==> src/rtl/minmax_pkg.sv <==
// Shared types and constants for the min/max burst scanner.
package minmax_pkg;

    localparam int DATA_W = 8;

    typedef enum logic [2:0] {
        S_IDLE    = 3'd0,
        S_ACCEPT  = 3'd1,
        S_CMP_MAX = 3'd2,
        S_CMP_MIN = 3'd3,
        S_DONE    = 3'd4
    } state_e;

endpackage

==> src/rtl/eightbitcomparator.sv <==
// Unsigned 8-bit magnitude comparator: gr = a>b, eq = a==b, le = a<b.
module eightbitcomparator
    import minmax_pkg::*;
(
    input  logic [DATA_W-1:0] a,
    input  logic [DATA_W-1:0] b,
    output logic              gr,
    output logic              eq,
    output logic              le
);

    assign gr = (a > b);
    assign eq = (a == b);
    assign le = (a < b);

endmodule

==> src/rtl/minmax_scan_ctrl.sv <==
// Scans a burst of COUNT unsigned samples, tracking max/min and their first-occurrence
// indices with a single comparator shared between the max and min steps.
module minmax_scan_ctrl
    import minmax_pkg::*;
#(
    parameter  int COUNT = 8,
    localparam int IDX_W = (COUNT > 1) ? $clog2(COUNT) : 1
) (
    input  logic              clk,
    input  logic              rst,
    input  logic              start,
    input  logic              in_valid,
    input  logic [DATA_W-1:0] in_data,
    output logic              in_ready,
    output logic              busy,
    output logic              done,
    output logic [DATA_W-1:0] max_out,
    output logic [DATA_W-1:0] min_out,
    output logic [IDX_W-1:0]  max_idx,
    output logic [IDX_W-1:0]  min_idx
);

    localparam logic [IDX_W-1:0] LAST = IDX_W'(COUNT - 1);

    state_e            state_q, state_d;
    logic [IDX_W-1:0]  count_q, count_d;
    logic [DATA_W-1:0] sample_q, sample_d;
    logic [DATA_W-1:0] max_q, max_d, min_q, min_d;
    logic [IDX_W-1:0]  maxi_q, maxi_d, mini_q, mini_d;

    logic [DATA_W-1:0] cmp_a, cmp_b;
    logic              cmp_gr, cmp_eq_unused, cmp_le;

    // Comparator operands are parked at zero outside the two compare states.
    always_comb begin
        cmp_a = '0;
        cmp_b = '0;
        if (state_q == S_CMP_MAX) begin
            cmp_a = sample_q;
            cmp_b = max_q;
        end else if (state_q == S_CMP_MIN) begin
            cmp_a = sample_q;
            cmp_b = min_q;
        end
    end

    eightbitcomparator u_cmp (
        .a  (cmp_a),
        .b  (cmp_b),
        .gr (cmp_gr),
        .eq (cmp_eq_unused),
        .le (cmp_le)
    );

    always_comb begin
        state_d  = state_q;
        count_d  = count_q;
        sample_d = sample_q;
        max_d    = max_q;
        min_d    = min_q;
        maxi_d   = maxi_q;
        mini_d   = mini_q;
        unique case (state_q)
            S_IDLE: begin
                if (start) begin
                    state_d = S_ACCEPT;
                    count_d = '0;
                end
            end
            S_ACCEPT: begin
                if (in_valid) begin
                    if (count_q == '0) begin
                        // First sample seeds both extremes; results of the previous burst are dropped here.
                        max_d  = in_data;
                        min_d  = in_data;
                        maxi_d = '0;
                        mini_d = '0;
                        if (COUNT == 1) begin
                            state_d = S_DONE;
                        end else begin
                            count_d = count_q + 1'b1;
                        end
                    end else begin
                        sample_d = in_data;
                        state_d  = S_CMP_MAX;
                    end
                end
            end
            S_CMP_MAX: begin
                if (cmp_gr) begin
                    max_d  = sample_q;
                    maxi_d = count_q;
                end
                state_d = S_CMP_MIN;
            end
            S_CMP_MIN: begin
                if (cmp_le) begin
                    min_d  = sample_q;
                    mini_d = count_q;
                end
                if (count_q == LAST) begin
                    state_d = S_DONE;
                end else begin
                    count_d = count_q + 1'b1;
                    state_d = S_ACCEPT;
                end
            end
            S_DONE:  state_d = S_IDLE;
            default: state_d = S_IDLE;
        endcase
    end

    always_ff @(posedge clk or posedge rst) begin
        if (rst) begin
            state_q  <= S_IDLE;
            count_q  <= '0;
            sample_q <= '0;
            max_q    <= '0;
            min_q    <= '0;
            maxi_q   <= '0;
            mini_q   <= '0;
        end else begin
            state_q  <= state_d;
            count_q  <= count_d;
            sample_q <= sample_d;
            max_q    <= max_d;
            min_q    <= min_d;
            maxi_q   <= maxi_d;
            mini_q   <= mini_d;
        end
    end

    assign in_ready = (state_q == S_ACCEPT);
    assign busy     = (state_q != S_IDLE);
    assign done     = (state_q == S_DONE);
    assign max_out  = max_q;
    assign min_out  = min_q;
    assign max_idx  = maxi_q;
    assign min_idx  = mini_q;

endmodule

==> config.mk <==
export PLATFORM = sky130hd
export DESIGN_NAME = minmax_scan_ctrl
export DESIGN_NICKNAME = d
export VERILOG_FILES = /design/src/rtl/minmax_pkg.sv /design/src/rtl/eightbitcomparator.sv /design/src/rtl/minmax_scan_ctrl.sv
export SDC_FILE = /design/constraint.sdc
export NUM_CORES = 1
export LEC_CHECK = 0
export BUFFER_PORTS_ARGS = -buffer_cell sky130_fd_sc_hd__buf_2
export CELL_PAD_IN_SITES_DETAIL_PLACEMENT = 1
export CELL_PAD_IN_SITES_GLOBAL_PLACEMENT = 1
export CORE_ASPECT_RATIO = 0.9
export CORE_UTILIZATION = 43
export DETAILED_ROUTE_END_ITERATION = 10
export GPL_TIMING_DRIVEN = 0
export PLACE_DENSITY_LB_ADDON = 0.1
export SLEW_MARGIN = 5
export SYNTH_ARGS = -nofsm -noshare
export SYNTH_HDL_FRONTEND = slang
export SYNTH_HIERARCHICAL = 1
export SYNTH_SLANG_ARGS = --single-unit
==> constraint.sdc <==
create_clock -name clk -period 3.7 [get_ports clk]
set_input_delay 0.555 -clock clk [delete_from_list [all_inputs] [get_ports clk]]
set_output_delay 0.555 -clock clk [all_outputs]
set_load 0.02 [all_outputs]
==> results of run 1 <==
==> registers in the layout, summed over array words and instances (netlist names) <==
name / cells
max_out: 8
max_idx: 3
min_out: 8
count_q: 3
state_q: 3
min_idx: 3
sample_q: 8
==> final timing paths <==
path | from | endpoint | cells after the start
hold reg to reg | min_idx[0] | min_idx[0] | 1
min in group clk | min_idx[0] | min_idx[0] | 1
setup / recovery | state_q[0] | min_idx[2] | 13
setup reg to reg | state_q[0] | min_idx[2] | 13
hold / removal | rst | max_out[0] | 2
max in group asynchronous | rst | max_out[2] | 2
==> cell usage after synthesis <==
| master | number |
|---|---|
| nand4_2 | 2 |
| a2bb2oi_1 | 1 |
| nand3_1 | 3 |
| o2bb2ai_1 | 2 |
| nor2b_4 | 1 |
| or3_1 | 2 |
| clkbuf_1 | 4 |
| o22a_1 | 1 |
| o21ba_1 | 1 |
| ha_1 | 11 |
| nand2_1 | 8 |
| and3_1 | 1 |
| nor3b_2 | 1 |
| dfrtp_1 | 36 |
| a21oi_1 | 21 |
| inv_1 | 21 |
| nand3b_1 | 2 |
| nor2b_1 | 2 |
| nand4_1 | 1 |
| nor3b_1 | 1 |
| o32ai_1 | 1 |
| a221oi_4 | 1 |
| buf_4 | 2 |
| a311oi_1 | 1 |
| and2_1 | 11 |
| nand2b_1 | 2 |
| a21oi_2 | 1 |
| nor2_1 | 26 |
| o211ai_2 | 1 |
| buf_2 | 1 |
| mux2_1 | 1 |
| buf_6 | 3 |
| mux2i_1 | 16 |
| buf_1 | 1 |
| o21ai_0 | 4 |
| mux2_2 | 10 |
| o22ai_1 | 8 |
| nand2b_4 | 1 |
==> stage by stage <==
step	setup WS, ns	hold WS (ns)	instance area (um2)	instances
2_1_floorplan	0.959	0.516	2110	213
3_3_place_gp	0.478	0.480	2370	311
3_5_place_dp	0.468	0.487	2370	311
4_1_cts	0.385	0.441	2490	319
5_1_grt	0.227	0.468	2490	319
6_report	0.388	0.412	2490	319
==> report_power, final <==
group          internal (mW)  total [mW]  switching (mW)
clock                  0.238       0.384           0.146
combinational          0.591        1.45           0.859
sequential             0.582       0.726           0.144
==> cell type report <==
| cell class | instances | area [um2] | area share [%] |
|---|---|---|---|
| multi-input combinational | 145 | 1060 | 42.4 |
| sequential | 36 | 901 | 36.1 |
| timing repair buffer | 36 | 180 | 7.23 |
| clock buffer | 7 | 96.3 | 3.87 |
| inverter | 21 | 78.8 | 3.16 |
| tap | 62 | 77.6 | 3.11 |
| buffer | 11 | 72.6 | 2.91 |
| clock inverter | 1 | 30.0 | 1.20 |
==> cell usage in the layout (no fill, tap or decap), types with 2 or more instances in the layout <==
| cell type | instances |
|---|---|
| clkbuf_8 | 7 |
| clkbuf_1 | 4 |
| ha_1 | 11 |
| nand3b_1 | 2 |
| mux2_2 | 10 |
| inv_1 | 20 |
| nor2b_1 | 2 |
| a21oi_1 | 21 |
| nand3_1 | 3 |
| or3_1 | 2 |
| nand2_1 | 8 |
| dfrtp_1 | 36 |
| o22ai_1 | 8 |
| nor2_1 | 26 |
| mux2i_1 | 16 |
| buf_2 | 37 |
| nand4_2 | 2 |
| buf_4 | 2 |
| o2bb2ai_1 | 2 |
| buf_6 | 3 |
| nand2b_1 | 2 |
| o21ai_0 | 4 |
| and2_1 | 11 |
==> metal layers <==
| metal | track usage (%) | up-vias |
|---|---|---|
| met5 | 0 | - |
| met2 | 37.2 | 37 |
| li1 | - | 820 |
| met1 | 29.1 | 834 |
| met3 | 4.42 | 9 |
| met4 | 7.64 | 0 |
==> kinds of logic after synthesis <==
| logic type | Yosys count |
|---|---|
| and+or+nand+nor | 64 |
| AOI/OAI and AO/OA | 43 |
| DFF | 36 |
| buffers and inverters | 32 |
| muxes | 27 |
| adders and majority gates | 11 |
==> results.sh, run 1 <==
export IMPL_met2_length_um=2450
export IMPL_maxCapViolations=0
export IMPL_cts_root_buf="clkbuf_8"
export IMPL_drc=0
export IMPL_track_usage_pct=22.4
export IMPL_drive_above_1_share_pct=26.8
export IMPL_grt_pass1_wl_um=8260
export IMPL_num_vias=1700
export IMPL_wl_um=5310
export IMPL_syn_nets=236
export IMPL_cp_cell_sequence="buf_4 -> buf_2 -> mux2i_1 -> nor2_1 -> inv_1 -> ha_1 -> nor2b_4 -> o211ai_2 -> a21oi_2 -> nor2_1 -> inv_1 -> a221oi_4 -> mux2_2"
export IMPL_antenna_found_initial=0
export IMPL_first_pass_iters=4
export IMPL_fillers=548
export IMPL_met3WireLength_um=159
export IMPL_rows=23
export IMPL_cp_data_arrival_time_ns=3.49
export IMPL_worstMarginPinSlew_ns=0.803
export IMPL_highest_layer="met4"
export IMPL_critPathBufInv=4
export IMPL_met1Wirelength_um=2630
export IMPL_n_antenna_cell=0
export IMPL_crit_path_max_incr_delay_ns=0.63
export IMPL_cts_sinks=36
export IMPL_critPathMaxFanout=10
export IMPL_critical_path_class="flip-flop to flip-flop"
export IMPL_fin_nets=279
export IMPL_grt_pass1_vias=1690
export IMPL_clockBufferDepth=2
export IMPL_syn2layout_area_growth_pct=18.2
export IMPL_ant_nets=0
export IMPL_synth_top_area_cell="dfrtp_1"
export IMPL_synthCells=213
export IMPL_ys_ff_latch=36
export IMPL_clk_latency_ns=0.29
export IMPL_fp_dieW_um=75.8
export IMPL_layout_min_cycle_time_ns=3.31
export IMPL_finalSetupTns_ns=0
export IMPL_grt_overflow=0
export IMPL_vdd_drop_max_v=0.000592
export IMPL_synthSimpleGateAreaFrac_pct=16.6
export IMPL_routed_via_density=5.33
export IMPL_gp_congestion=0.780
export IMPL_synthTopCellsByArea="dfrtp_1 (43%), mux2i_1 (7.6%), ha_1 (6.5%)"
export IMPL_synthXorXnorAreaFrac_pct=0
export IMPL_yosys_area_share_adder_pct=6.53
export IMPL_synth_seq_area_share_pct=42.7
export IMPL_final_util_pct=54.5
export IMPL_fp_dieH_um=68.4
export IMPL_cp_start_kind="flip-flop"
export IMPL_synth_top_family_by_area="simple AND/OR/NAND/NOR gates"
export IMPL_fmax_mhz=302
export IMPL_cp_required_ns=3.88
export IMPL_power_density_nw_per_um2=1030
export IMPL_finalPower_mw=2.56
export IMPL_ys_warnings_count=6
export IMPL_clk_pin_slew_ns=0.07
export IMPL_cts_setup_buffers=0
export IMPL_ctsHoldBuffers=0
export IMPL_htreeDepth=2
export IMPL_cts_made_buffers=5
export IMPL_clock_skew_ns=0.00377
export IMPL_muxShareOfSynthArea_pct=13.5
export IMPL_syn_area_um2=2110
export IMPL_grt_start_max_net_pins=37
export IMPL_outcome="complete, no violations"
export IMPL_port_buffers=36
export IMPL_ios=37
export IMPL_cts_tree="done"
export IMPL_cp_top_family="compound AO/OA/AOI/OAI gates"
export IMPL_core_um2=4580
export IMPL_hold_viol_final=0
export IMPL_first_iter_violations=36
export IMPL_initial_core_util_pct=46.1
export IMPL_rrSetupSlack_ns=0.39
export IMPL_hp_class="input port to async pin"
export IMPL_postCtsResizedCells=0
export IMPL_slew_headroom_pct=46.4
export IMPL_yosysTopAreaCellShare_pct=42.7
export IMPL_yosys_cell_types_count=38
export IMPL_setup_viol=0
export IMPL_synth_compound_area_share_pct=13.5
export IMPL_rsz0062_at_grt="no"
export IMPL_dieArea_um2=5190
export IMPL_cp_end_kind="flip-flop"
export IMPL_drv_slew=0
export IMPL_slowest_stage="a221oi_4"
export IMPL_wl_per_cell_um=16.7
export IMPL_p_leak_nw=1.26
export IMPL_synth_avg_cell_area_um2=9.90
export IMPL_finalCritPeriodShare_pct=89.5
export IMPL_dp_hpwl_um=3670
Power figures use the tool's default switching activity.
==> run 2, diff against run 1 <==
Settings changed: ABC_AREA from default to 1, CORE_UTILIZATION 43 to 41.
==> run 2 against run 1 <==
Hold slack worse by 0.013 ns. Sequential power decreased by 3.7%. Critical path type unchanged. Clock skew barely moved. Cell area rose by 2.3%. Total power is 3.0% higher. Final cell count increased by 26%. Clock-buffer cell count decreased by 1. Fmax grew 10%. Combinational power increased by 13%. Non-clock buffer count is 1 lower. Global-route usage up 2.1 points.
==> results.sh, run 2 <==
export IMPL_swShare_pct=52.0
export IMPL_cp_end_kind="flip-flop"
export IMPL_ys_ff_latch=36
export IMPL_power_density_nw_per_um2=1030
export IMPL_gp_congestion=0.808
export IMPL_finalSetupTns_ns=0
export IMPL_syn2layout_area_growth_pct=16.1
export IMPL_postCtsResizedCells=0
export IMPL_final_common_cell="nand2_1"
export IMPL_yosys_area_share_adder_pct=6.27
export IMPL_cts_made_buffers=5
export IMPL_setup_viol=0
export IMPL_met2_usage_pct=42.0
export IMPL_muxShareOfSynthArea_pct=0
export IMPL_grt_busiest_layer="met2"
export IMPL_regArea_um2=901
export IMPL_outcome="complete, no violations"
export IMPL_grt_pass1_wl_um=10600
export IMPL_n_antenna_cell=0
export IMPL_synthTopCellsByArea="dfrtp_1 (41%), nand2_1 (20%), ha_1 (6.3%)"
export IMPL_drive_above_1_share_pct=22.8
export IMPL_initial_core_util_pct=44.1
export IMPL_p_leak_nw=1.47
export IMPL_routed_via_density=5.12
export IMPL_pre_cts_slack_ns=0.784
export IMPL_worstMarginPinSlew_ns=0.782
export IMPL_port_buffers=36
export IMPL_synth_seq_area_share_pct=41.0
export IMPL_cp_data_arrival_time_ns=3.18
export IMPL_cts_sinks=36
export IMPL_cp_start_kind="flip-flop"
export IMPL_drv_slew=0
export IMPL_synthXorXnorAreaFrac_pct=0
export IMPL_critical_path_class="flip-flop to flip-flop"
export IMPL_ant_nets=0
export IMPL_ios=37
export IMPL_multiInputGateArea_um2=1080
export IMPL_synthSimpleGateAreaFrac_pct=31.8
export IMPL_fmax_mhz=333
export IMPL_dieArea_um2=5650
export IMPL_async_flop_share_pct=100
export IMPL_fp_dieW_um=79.1
export IMPL_vdd_drop_max_v=0.000399
export IMPL_syn_area_um2=2200
export IMPL_dp_hpwl_um=4410
export IMPL_clkPwrFrac_pct=11.4
export IMPL_synth_avg_cell_area_um2=7.49
export IMPL_rows=24
export IMPL_grt_start_max_net_pins=37
export IMPL_drc=0
export IMPL_synthCells=293
export IMPL_yosys_cell_types_count=29
export IMPL_ctsHoldBuffers=0
export IMPL_p_int_mw=1.27
export IMPL_finalCritPeriodShare_pct=81.1
export IMPL_synth_edf_count=0
export IMPL_yosysMostFrequentCell="nand2_1"
export IMPL_clk_latency_ns=0.29
export IMPL_num_vias=2059
export IMPL_grt_overflow=0
export IMPL_antenna_found_initial=0
export IMPL_clk_pin_slew_ns=0.08
export IMPL_yosysTopAreaCellShare_pct=41.0
export IMPL_synth_common_cells="nand2_1 (116), dfrtp_1 (36), inv_1 (29)"
export IMPL_synth_top_area_cell="dfrtp_1"
export IMPL_layout_min_cycle_time_ns=3.00
export IMPL_hp_class="input port to async pin"
export IMPL_cts_setup_buffers=0
export IMPL_hold_viol_final=0
export IMPL_p_seq_share_pct=26.5
export IMPL_fillers=677
export IMPL_fp_dieH_um=71.4
export IMPL_cp_required_ns=3.88
export IMPL_synth_top_family_by_area="simple AND/OR/NAND/NOR gates"
export IMPL_wl_per_cell_um=15.6
export IMPL_clockBufferDepth=2
export IMPL_p_comb_share_pct=62.1
export IMPL_final_setup_worst_slack_ns=0.700
export IMPL_htreeDepth=2
export IMPL_wl_um=6270
export IMPL_use_met3_pct=3.69
export IMPL_cts_root_buf="clkbuf_8"
export IMPL_synth_compound_area_share_pct=11.3
export IMPL_core_um2=4980
export IMPL_power_switching_mw=1.37
export IMPL_grtUsageMet1_pct=32.6
export IMPL_synth_flop_cell="dfrtp_1"
export IMPL_first_iter_violations=74
export IMPL_syn_nets=316
export IMPL_maxCapViolations=0
export IMPL_final_cell_mix="nand2_1 (116), buf_2 (39), dfrtp_1 (36), inv_1 (28)"
export IMPL_critPathMaxFanout=10
export IMPL_first_pass_iters=4
export IMPL_slew_headroom_pct=47.8
export IMPL_rsz0062_at_grt="no"
export IMPL_track_usage_pct=24.5
export IMPL_finalPower_mw=2.64
export IMPL_cts_tree="done"
export IMPL_grt_pass1_vias=2132
export IMPL_clock_skew_ns=0.00346
export IMPL_ys_warnings_count=6
export IMPL_fin_nets=359
==> run 2: cell count changes in the layout (fill, tap and decap cells not counted), moves of 10 or more <==
cell,delta
nand3_1,+14
nand2_1,+108
nor2_1,-17
o21ai_0,+13
a21oi_1,-17
mux2i_1,-16
mux2_2,-10
and2_1,-10
==> run 2: worst paths after layout <==
path                                 start         end  cells past startpoint  slack [ns]
worst max-delay path            state_q[1]  min_out[7]                     15        0.70
worst min-delay path                   rst  max_out[3]                      2        0.40
worst max register to register  state_q[1]  min_out[7]                     15        0.70
worst min register to register  min_idx[1]  min_idx[1]                      2        0.49
max in group asynchronous              rst  min_out[4]                      2        2.80
min in group clk                min_idx[1]  min_idx[1]                      2        0.49
==> run 2: metrics by stage <==
step	hold slack [ns]	utilization, %	area (um2)	instances
final	0.399	51.2	2550	402
after global routing	0.476	51.2	2550	402
after CTS	0.433	51.2	2550	402
after detailed placement	0.467	49.3	2460	394
after global placement	0.455	49.3	2460	394
after floorplan	0.475	-	2200	293
==> run 2: area by class of cell <==
cell class	count	share of cell area (%)
multi-input cells	212	42.5
flip-flops and latches	36	35.3
repair buffers	36	7.07
inverters	35	5.20
clock buffers	6	3.24
well taps	65	3.19
plain buffers	10	3.09
clock inverters	2	0.393
==> run 2: cells by family (layout without fill, tap and decap cells) <==
kind of cell | count (synthesis) | count (layout)
AOI/OAI and AO/OA | 40 | 40
adders and majority gates | 11 | 11
buffers and inverters | 45 | 89
DFF | 36 | 36
and+or+nand+nor | 161 | 161
==> run 2: critical path: stages, from the launching register on <==
cell and delay [ns]:
dfrtp_1 0.56, nand2_2 0.15, nor2_4 0.26, buf_4 0.27
a22o_1 0.17, inv_1 0.04, ha_1 0.31, a21o_1 0.20
nor2_2 0.13, and2_1 0.15, nand3_1 0.08, nand2_1 0.09
nand2_2 0.11, buf_4 0.22, nand2_1 0.08, nand2_1 0.06
==> run 2: routing by layer <==
layer | vias to the layer above | part of all wire, %
met3 | 6 | 3.6
met4 | 0 | 0.81
li1 | 1010 | -
met1 | 1006 | 46
met5 | - | 0
met2 | 37 | 50
==> run 2: power by group through the flow <==
| stage | Sequential (mW) | Clock [mW] | Combinational [mW] |
|---|---|---|---|
| 6_report | 0.699 | 0.301 | 1.64 |
| 5_1_grt | 0.725 | 0.322 | 1.83 |
| 4_1_cts | 0.700 | 0.309 | 1.65 |
| 3_5_place_dp | 0.704 | 0 | 1.63 |
| 3_3_place_gp | 0.696 | 0 | 1.57 |
| 2_1_floorplan | 0.807 | 0 | 1.03 |
==> run 3, diff against run 2 <==
Settings changed: CORE_UTILIZATION 41 to 37.
Clock period 3.7 ns to 2.75 ns, I/O delays scaled along.
==> run 3 against run 2 <==
Final cell count is 3.5% higher. Wire length is 2.4% higher. Cell area is 4.6% higher. Critical path type unchanged. Fmax is 14% higher. Total power is 39% higher. Largest cell class unchanged. Clock power is 33% higher.
==> results.sh, run 3 (same netlist as run 2, synthesis figures left out) <==
export IMPL_outcome="complete, no violations"
export IMPL_critPathMaxFanout=10
export IMPL_clockBufferDepth=2
export IMPL_cts_sinks=36
export IMPL_port_buffers=36
export IMPL_critical_path_class="flip-flop to flip-flop"
export IMPL_hold_viol_final=0
export IMPL_setup_viol=0
export IMPL_cp_cell_sequence="inv_4 -> nand2_2 -> nor2_4 -> buf_6 -> a22o_1 -> inv_1 -> ha_1 -> a21o_1 -> nor2_2 -> and2_1 -> nand3_1 -> nand2_2 -> nand2_4 -> buf_8 -> nand2_1 -> nand2_1"
export IMPL_hp_class="input port to async pin"
export IMPL_syn2layout_area_growth_pct=21.5
export IMPL_dieArea_um2=6250
export IMPL_power_switching_mw=1.87
export IMPL_clkPwrFrac_pct=10.9
export IMPL_grt_start_max_net_pins=37
export IMPL_cp_end_kind="flip-flop"
export IMPL_final_common_cell="nand2_1"
export IMPL_final_cells=416
export IMPL_pre_cts_slack_ns=-0.192
export IMPL_layout_min_cycle_time_ns=2.63
export IMPL_num_vias=2061
export IMPL_routed_via_density=4.95
export IMPL_gp_congestion=0.839
export IMPL_slew_headroom_pct=46.2
export IMPL_finalCritPeriodShare_pct=95.5
export IMPL_worstMarginPinSlew_ns=0.805
export IMPL_dp_hpwl_um=4330
export IMPL_fp_dieH_um=75.1
export IMPL_clock_skew_ns=0.00690
export IMPL_grt_pass1_vias=2079
export IMPL_core_um2=5690
export IMPL_p_leak_nw=1.52
export IMPL_cp_depth=16
export IMPL_track_usage_pct=21.8
export IMPL_drc=0
export IMPL_cp_start_kind="flip-flop"
export IMPL_vdd_drop_max_v=0.000525
export IMPL_reg2regPathDepth=16
export IMPL_rrSetupSlack_ns=0.12
export IMPL_critPathBufInv=4
export IMPL_critPathLaunch="state_q[2]"
export IMPL_drive_above_1_share_pct=24.9
export IMPL_critPathCapture="min_out[4]"
export IMPL_final_setup_worst_slack_ns=0.123
export IMPL_fmax_mhz=381
export IMPL_power_density_nw_per_um2=1380
export IMPL_grt_overflow=0
export IMPL_cp_top_family="simple AND/OR/NAND/NOR gates"
export IMPL_fp_dieW_um=83.2
export IMPL_wl_um=6420
export IMPL_ant_nets=0
export IMPL_finalSetupTns_ns=0
export IMPL_grt_pass1_wl_um=10400
export IMPL_cp_required_ns=2.93
export IMPL_cp_data_arrival_time_ns=2.81
export IMPL_p_seq_share_pct=25.2
export IMPL_reg2reg_from="state_q[2]"
export IMPL_clk_pin_slew_ns=0.07
export IMPL_swShare_pct=51.0
export IMPL_p_comb_share_pct=63.9
export IMPL_maxCapViolations=0
export IMPL_first_iter_violations=106
export IMPL_wl_per_cell_um=15.4
export IMPL_timing_rr_end="min_out[4]"
export IMPL_cts_made_buffers=5
export IMPL_slowest_stage="dfrtp_1"
export IMPL_placed_area_um2=2460
export IMPL_dp_cells=399
export IMPL_antenna_found_initial=0
export IMPL_finalPower_mw=3.67
export IMPL_ios=37
export IMPL_cts_tree="done"
export IMPL_p_int_mw=1.80
export IMPL_crit_path_max_incr_delay_ns=0.41
export IMPL_initial_core_util_pct=38.6
export IMPL_first_pass_iters=4
export IMPL_final_cell_mix="nand2_1 (115), buf_2 (39), dfrtp_1 (35), inv_1 (28)"
export IMPL_cts_root_buf="clkbuf_8"
export IMPL_n_antenna_cell=0
export IMPL_htreeDepth=2
export IMPL_clk_latency_ns=0.29
export IMPL_rows=26
export IMPL_fin_nets=368
export IMPL_drv_slew=0
export IMPL_design_area_um2=2670
run 3: changes by cell type in the layout (fill, tap and decap cells not counted), sizes merged:
cell and change:
buf +9, clkbuf +2, clkinv -2
run 3: worst min path at each step:
stage	to	slack (ns)	cells past startpoint
after floorplan	sample_q[7]	0.47	2
after global placement	max_idx[0]	0.45	2
after detailed placement	max_idx[0]	0.46	2
after CTS	max_out[3]	0.31	2
after global routing	max_out[3]	0.33	2
final	max_out[2]	0.27	2
run 3: worst register-to-register path, delay by kind of cell (launching register included):
| family | cells | cell delay (ns) |
|---|---|---|
| AO/OA/AOI/OAI | 2 | 0.36 |
| AND/OR/NAND/NOR | 9 | 0.93 |
| flip-flops | 1 | 0.41 |
| adder cells (fa/ha/maj) | 1 | 0.30 |
| buffers and inverters | 4 | 0.51 |
run 3: final cells by class:
type                            instances  area (um2)
Fill cell                             733        3030
Multi-Input combinational cell        212        1100
Sequential cell                        36         902
Timing Repair Buffer                   45         248
Inverter                               35         144
Buffer                                 10        97.6
Clock buffer                            8        90.1
Tap cell                               70        87.6
run 3: what timing repair did:
| item | 4_1_cts | 5_1_grt |
|---|---|---|
| resized for setup | 4 | 9 |
| setup buffers | 1 | 8 |
| pin swaps | 1 | 0 |
| gates cloned | 0 | 0 |
| setup endpoints to repair | 21 | 21 |
| hold buffers | 0 | 0 |
run 3: metal layers:
layer / vias up / routed length (um) / GRT usage (%)
met5: - / 0 / 0
met4: 0 / 53 / 5.17
met3: 7 / 189 / 3.84
met2: 27 / 3050 / 37.7
met1: 997 / 3120 / 28.9
li1: 1030 / - / -
run 3: power groups by stage:
stage                     logic, mW  clock network (mW)  registers (mW)
after floorplan                1.39                   0            1.09
after global placement         2.15                   0           0.936
after detailed placement       2.21                   0           0.941
after CTS                      2.25               0.417           0.932
after global routing           2.64               0.432           0.965
final                          2.35               0.401           0.927
run 3: through the flow:
step	hold WS, ns	utilization [%]
2_1_floorplan	0.475	-
3_3_place_gp	0.455	43.3
3_5_place_dp	0.457	43.3
4_1_cts	0.311	45.2
5_1_grt	0.334	46.9
6_report	0.271	46.9
